<file path="config.mk">
export PLATFORM = sky130hd
export DESIGN_NAME = fp_result_queue
export DESIGN_NICKNAME = d
export VERILOG_FILES = /design/src/rtl/fp_result_queue.sv
export SDC_FILE = /design/constraint.sdc
export NUM_CORES = 1
export LEC_CHECK = 0
export BUFFER_PORTS_ARGS = -buffer_cell sky130_fd_sc_hd__buf_2
export CAP_MARGIN = 20
export CORE_UTILIZATION = 41
export DETAILED_ROUTE_END_ITERATION = 8
export SYNTH_ARGS = -nofsm -noshare
export SYNTH_HDL_FRONTEND = slang
export SYNTH_SLANG_ARGS = --single-unit
</file>
<file path="constraint.sdc">
create_clock -name clk -period 6.47 [get_ports clk]
set_input_delay 0.9705 -clock clk [delete_from_list [all_inputs] [get_ports clk]]
set_output_delay 0.9705 -clock clk [all_outputs]
set_load 0.01 [all_outputs]
</file>
<file path="src/rtl/fp_result_queue.sv">
// Result buffer between a fixed-latency FP pipeline and the shared FP writeback port.
// Issue-time credits guarantee a slot for every started operation; per-hart sticky NV flags feed fflags.
module fp_result_queue #(
    parameter int RV       = 64,
    parameter int LNCOMMIT = 6,
    parameter int NHART    = 1,
    parameter int LNHART   = 1,
    parameter int DEPTH    = 4,
    parameter int LDEPTH   = 2,
    localparam int HW      = (NHART == 1) ? 1 : LNHART
) (
    input  logic                clk,
    input  logic                reset,
    input  logic                issue,
    output logic                can_issue,
    input  logic                in_valid,
    input  logic                in_exception,
    input  logic [RV-1:0]       in_res,
    input  logic [LNCOMMIT-1:0] in_rd,
    input  logic [HW-1:0]       in_hart,
    output logic                wb_valid,
    input  logic                wb_ready,
    output logic [RV-1:0]       wb_res,
    output logic [LNCOMMIT-1:0] wb_rd,
    output logic [HW-1:0]       wb_hart,
    output logic                wb_exception,
    output logic [NHART-1:0]    nv_flags,
    input  logic [NHART-1:0]    nv_clr,
    output logic                err
);
    localparam logic [LDEPTH:0] FULL_CNT = (LDEPTH+1)'(DEPTH);

    // Handshake: the head entry transfers on any cycle where wb_valid && wb_ready;
    // wb_* come straight from storage, so they hold while wb_ready is low.
    logic [RV-1:0]       r_res  [DEPTH];
    logic [LNCOMMIT-1:0] r_rd   [DEPTH];
    logic [HW-1:0]       r_hart [DEPTH];
    logic                r_exc  [DEPTH];

    logic [LDEPTH:0]     r_wr_ptr;
    logic [LDEPTH:0]     r_rd_ptr;
    logic [LDEPTH:0]     r_credits;
    logic [NHART-1:0]    r_nv;
    logic                r_err;

    logic [LDEPTH:0]     w_count;
    logic                w_full;
    logic                w_pop;
    logic                w_push;
    logic                w_issue_ok;
    logic                w_credit_ret;
    logic [NHART-1:0]    w_nv_set;
    logic [LDEPTH-1:0]   w_rd_idx;
    logic [LDEPTH-1:0]   w_wr_idx;

    assign w_rd_idx     = r_rd_ptr[LDEPTH-1:0];
    assign w_wr_idx     = r_wr_ptr[LDEPTH-1:0];
    assign w_count      = r_wr_ptr - r_rd_ptr;
    assign w_full       = (w_rd_idx == w_wr_idx) && (r_rd_ptr[LDEPTH] != r_wr_ptr[LDEPTH]);

    assign wb_valid     = (w_count != '0);
    assign wb_res       = r_res[w_rd_idx];
    assign wb_rd        = r_rd[w_rd_idx];
    assign wb_hart      = r_hart[w_rd_idx];
    assign wb_exception = r_exc[w_rd_idx];

    assign can_issue    = (r_credits != FULL_CNT);
    assign w_pop        = wb_valid && wb_ready;
    assign w_push       = in_valid && (!w_full || w_pop);
    assign w_issue_ok   = issue && can_issue;
    // A completion pushed straight after reset carries no credit, so never underflow.
    assign w_credit_ret = w_pop && (r_credits != '0);

    generate
        if (NHART == 1) begin : g_nv_one
            assign w_nv_set = w_pop && wb_exception;
        end else begin : g_nv_many
            always_comb begin
                w_nv_set = '0;
                if (w_pop && wb_exception) begin
                    w_nv_set[wb_hart] = 1'b1;
                end
            end
        end
    endgenerate

    assign nv_flags = r_nv;
    assign err      = r_err;

    always_ff @(posedge clk) begin
        if (w_push) begin
            r_res[w_wr_idx]  <= in_res;
            r_rd[w_wr_idx]   <= in_rd;
            r_hart[w_wr_idx] <= in_hart;
            r_exc[w_wr_idx]  <= in_exception;
        end
    end

    always_ff @(posedge clk) begin
        if (reset) begin
            r_wr_ptr  <= '0;
            r_rd_ptr  <= '0;
            r_credits <= '0;
            r_nv      <= '0;
            r_err     <= 1'b0;
        end else begin
            if (w_push) begin
                r_wr_ptr <= r_wr_ptr + 1'b1;
            end
            if (w_pop) begin
                r_rd_ptr <= r_rd_ptr + 1'b1;
            end
            r_credits <= r_credits + {{LDEPTH{1'b0}}, w_issue_ok}
                                   - {{LDEPTH{1'b0}}, w_credit_ret};
            // Set wins over clear so an exception popped during an fflags write survives.
            r_nv <= (r_nv & ~nv_clr) | w_nv_set;
            if ((issue && !can_issue) || (in_valid && w_full && !w_pop)) begin
                r_err <= 1'b1;
            end
        end
    end
endmodule

</file>
==> key figures <==
Placed design
  – Inst Count DP: 935
  – IO Port Bufs: 153
  – GP Congestion: 0.692
  – Hpwl dp: 12.2 mm
  – Post-DP Area: 12,300 um2

Outcome
  – Status: finished, violations left
  – Failing checks: design-rule violations

STA
  – Max-slew headroom: 39.8%
  – Slew of the pin with the lowest slew margin: 0.902 ns
  – Total negative slack: 0 ns
  – Final Hold Viols: 0
  – Slew Viols, Final: 0
  – Maximum clock rate: 0.282 GHz
  – Clk_skew: 0.0227 ns
  – Tcrit/Tclk final: 54.8%
  – Final Setup Violations: 0
  – Clock period minus worst slack: 3.54 ns
  – RSZ-0062 raised after global routing: no

Critical path
  – Cells along the critical path: buf_16 > buf_4 > mux4_2 > buf_2
  – Worst-case reg-to-reg path depth: 7
  – Worst R2R Setup Slack: 3.59 ns
  – R2R Path Start: r_wr_ptr[0]
  – Worst path arrival time: 2.57 ns
  – Max FO, Critical Path: 40
  – Reg2Reg Capture Point: r_res[1][32]
  – WS Path Type: register to primary output
  – Worst Path Required: 5.50 ns
  – Crit. End Element: primary output
  – Crit path launch type: register
  – CP peak stage delay: 0.57 ns
  – Slowest stage cell on the critical path: mux4_2

Clock network
  – Reg clk slew, reported paths: 0.06 ns
  – CTS tree: done
  – Clock buffer depth: 3
  – CTS H-tree lvls: 2
  – CTS root buffer: clkbuf_16
  – Clock latency at the later pin of the worst-skew pair: 0.51 ns
  – Hold Buf Count CTS: 0
  – Resized cells post-CTS: 0
  – Number of buffers created by CTS: 34
  – Post-CTS Setup Repair Bufs: 0
  – Sink Count: 301

Cells and area
  – Register area: 8920 um2
  – Final cell count without fillers: 1,003
  – Commonest cells after routing, fill and taps aside: edfxtp_1, buf_2, mux4_2
  – Multi-input logic area: 2110 um2
  – Filler instances: 2,094
  – Design area: 13,400 um2
  – Share of layout cells above drive strength 1: 43.5%
  – # nets final: 727
  – Area Growth Syn to Fin: 21.0%
  – Most common cell after layout, fill and taps aside: edfxtp_1

Global routing
  – Gr busiest metal: met2
  – Pin count of the biggest net entering global routing: 73
  – Gr usage total: 15.6%
  – Met1 Resource Use GR: 20.1%
  – Antenna violations before repair: 2
  – Global route overflow: 0
  – First-pass GRT wire length: 32.8 mm
  – Met3 Track Usage GR: 4.82%
  – Number of global-route vias before repair: 5,680
  – M2 GR Usage: 25.6%

Logic synthesis
  – Synth Warn #: 0
  – Mapped Cells: 459
  – Sequential fraction of the synthesis area: 80.2%
  – Post-Syn Nets: 547
  – Synthesis-stage register bit count: 301
  – Mean Syn Cell Area: 24.2 um2
  – Cell area after synthesis: 11,100 um2
  – Unique masters post-synth: 31

Drt
  – Via Count: 5,176
  – Drt wl/cell: 20.9 um
  – DRC: 22
  – DR iter-0 viols: 288
  – First-pass DRT Iterations: 6
  – DR vias/cell: 5.16
  – Final ANT Viol Nets: 0
  – Drt total wl: 21.0 mm

Die
  – Starting density of the core: 42.3%
  – FP Rows: 59
  – CORE AREA: 26,300 um2
  – I/O Pins: 154
  – Die ar.: 27,800 um2
  – Die W: 167 um
  – Die height: 167 um

Power
  – Switch Pwr: 0.00113 W
  – Power Density: 357 nW/um2
  – Sequential power share: 47.5%
  – Internal power: 0.00366 W
  – VDD IR max: 0.000267 V
  – P_leak: 4.55 nW
  – Comb pwr share: 15.2%
  – Power share of the clock group: 37.3%
  – Sw Ratio: 23.6%

Hold path
  – Hold depth: 2
  – HP Start: r_rd_ptr[1]
  – HP Class: register to register

Run
  – Max Cap Violations: 0
through the flow:
step	hold slack (ns)	utilization, %	total power [W]	worst slack [ns]
after global routing	0.521	51.1	0.00499	2.70
after floorplan	0.467	-	0.00278	1.87
final	0.497	51.1	0.00479	2.93
after CTS	0.495	50.8	0.00485	2.46
after detailed placement	0.485	46.7	0.00305	3.00
after global placement	0.480	46.7	0.00303	3.01
state kept, by name, summed over array words and instances (netlist names), named ones only:
| name | count |
|---|---|
| r_res | 256 |
| r_rd | 24 |
| r_exc | 4 |
| r_hart | 4 |
| r_credits | 3 |
| r_rd_ptr | 3 |
| r_wr_ptr | 3 |
| err | 1 |
| nv_flags | 1 |
layout make-up:
class                           instances  area share [%]
Timing Repair Buffer                  161            6.59
Inverter                                8           0.223
Clock buffer                           44            7.07
Sequential cell                       301            66.4
Antenna cell                            4          0.0745
Multi-Input combinational cell        133            15.7
Tap cell                              335            3.12
Clock inverter                         17           0.875
power by group through the flow:
stage	Sequential, W	Combinational (W)	Clock [W]
floorplan	0.00229	0.000484	0
global placement	0.00238	0.000648	0
detailed placement	0.00239	0.000661	0
CTS	0.00235	0.000664	0.00184
global route	0.00229	0.000794	0.00191
finish	0.00228	0.000729	0.00179
worst max-delay path, delay by kind of cell, from the launching register on:
family,cells,cell delay (ns)
buffers and inverters,3,0.97
multiplexers,1,0.57
flip-flops,1,0.50
cell families after synthesis:
kind of cell / count (synthesis) / share of synthesized area [%]
AOI/OAI and AO/OA: 13 / 0.890
xor gates and xnor gates: 4 / 0.451
DFF: 301 / 80.2
adders and majority gates: 10 / 1.19
and+or+nand+nor: 29 / 1.24
buffers and inverters: 25 / 0.935
muxes: 77 / 15.1
how the worst max path moves through the flow:
stage | slack (ns) | cells past startpoint | to | from
floorplan | 1.87 | 2 | r_exc[3] | wb_ready
global placement | 3.01 | 3 | wb_res[60] | register
finish | 2.93 | 4 | wb_res[59] | register
detailed placement | 3.00 | 3 | wb_res[60] | register
global route | 2.70 | 4 | wb_res[24] | register
CTS | 2.46 | 3 | wb_res[32] | register
per-layer routing:
layer  part of all wire, %  wire [um]  vias up
li1                      -          -     2301
met1                    42       8810     2687
met2                    49      10300      151
met3                   7.3       1520       37
met4                   1.7        363        0
met5                     0          0        -
cells in the mapped netlist:
master / n / area [um2]
and2_1: 3 / 18.8
buf_1: 1 / 3.75
nor3b_1: 1 / 7.51
nand2b_1: 1 / 6.26
nor2b_1: 3 / 18.8
dfxtp_1: 13 / 260
xnor2_1: 1 / 8.76
xor2_1: 1 / 8.76
a31oi_1: 2 / 12.5
edfxtp_1: 288 / 8650
a31o_2: 1 / 8.76
inv_1: 8 / 30.0
nand3_1: 1 / 5.00
o21ai_0: 2 / 10.0
a31oi_4: 1 / 21.3
o31a_1: 1 / 8.76
clkbuf_1: 8 / 30.0
xnor2_2: 2 / 32.5
mux2_1: 2 / 22.5
buf_2: 8 / 40.0
a211oi_2: 1 / 12.5
nand2_1: 9 / 33.8
mux2_2: 1 / 11.3
mux2i_1: 2 / 20.0
a21oi_1: 5 / 25.0
nor2_1: 9 / 33.8
or3_1: 1 / 6.26
mux4_2: 72 / 1620
fa_1: 1 / 20.0
nand3b_1: 1 / 7.51
ha_1: 9 / 113
Power figures use the tool's default switching activity.
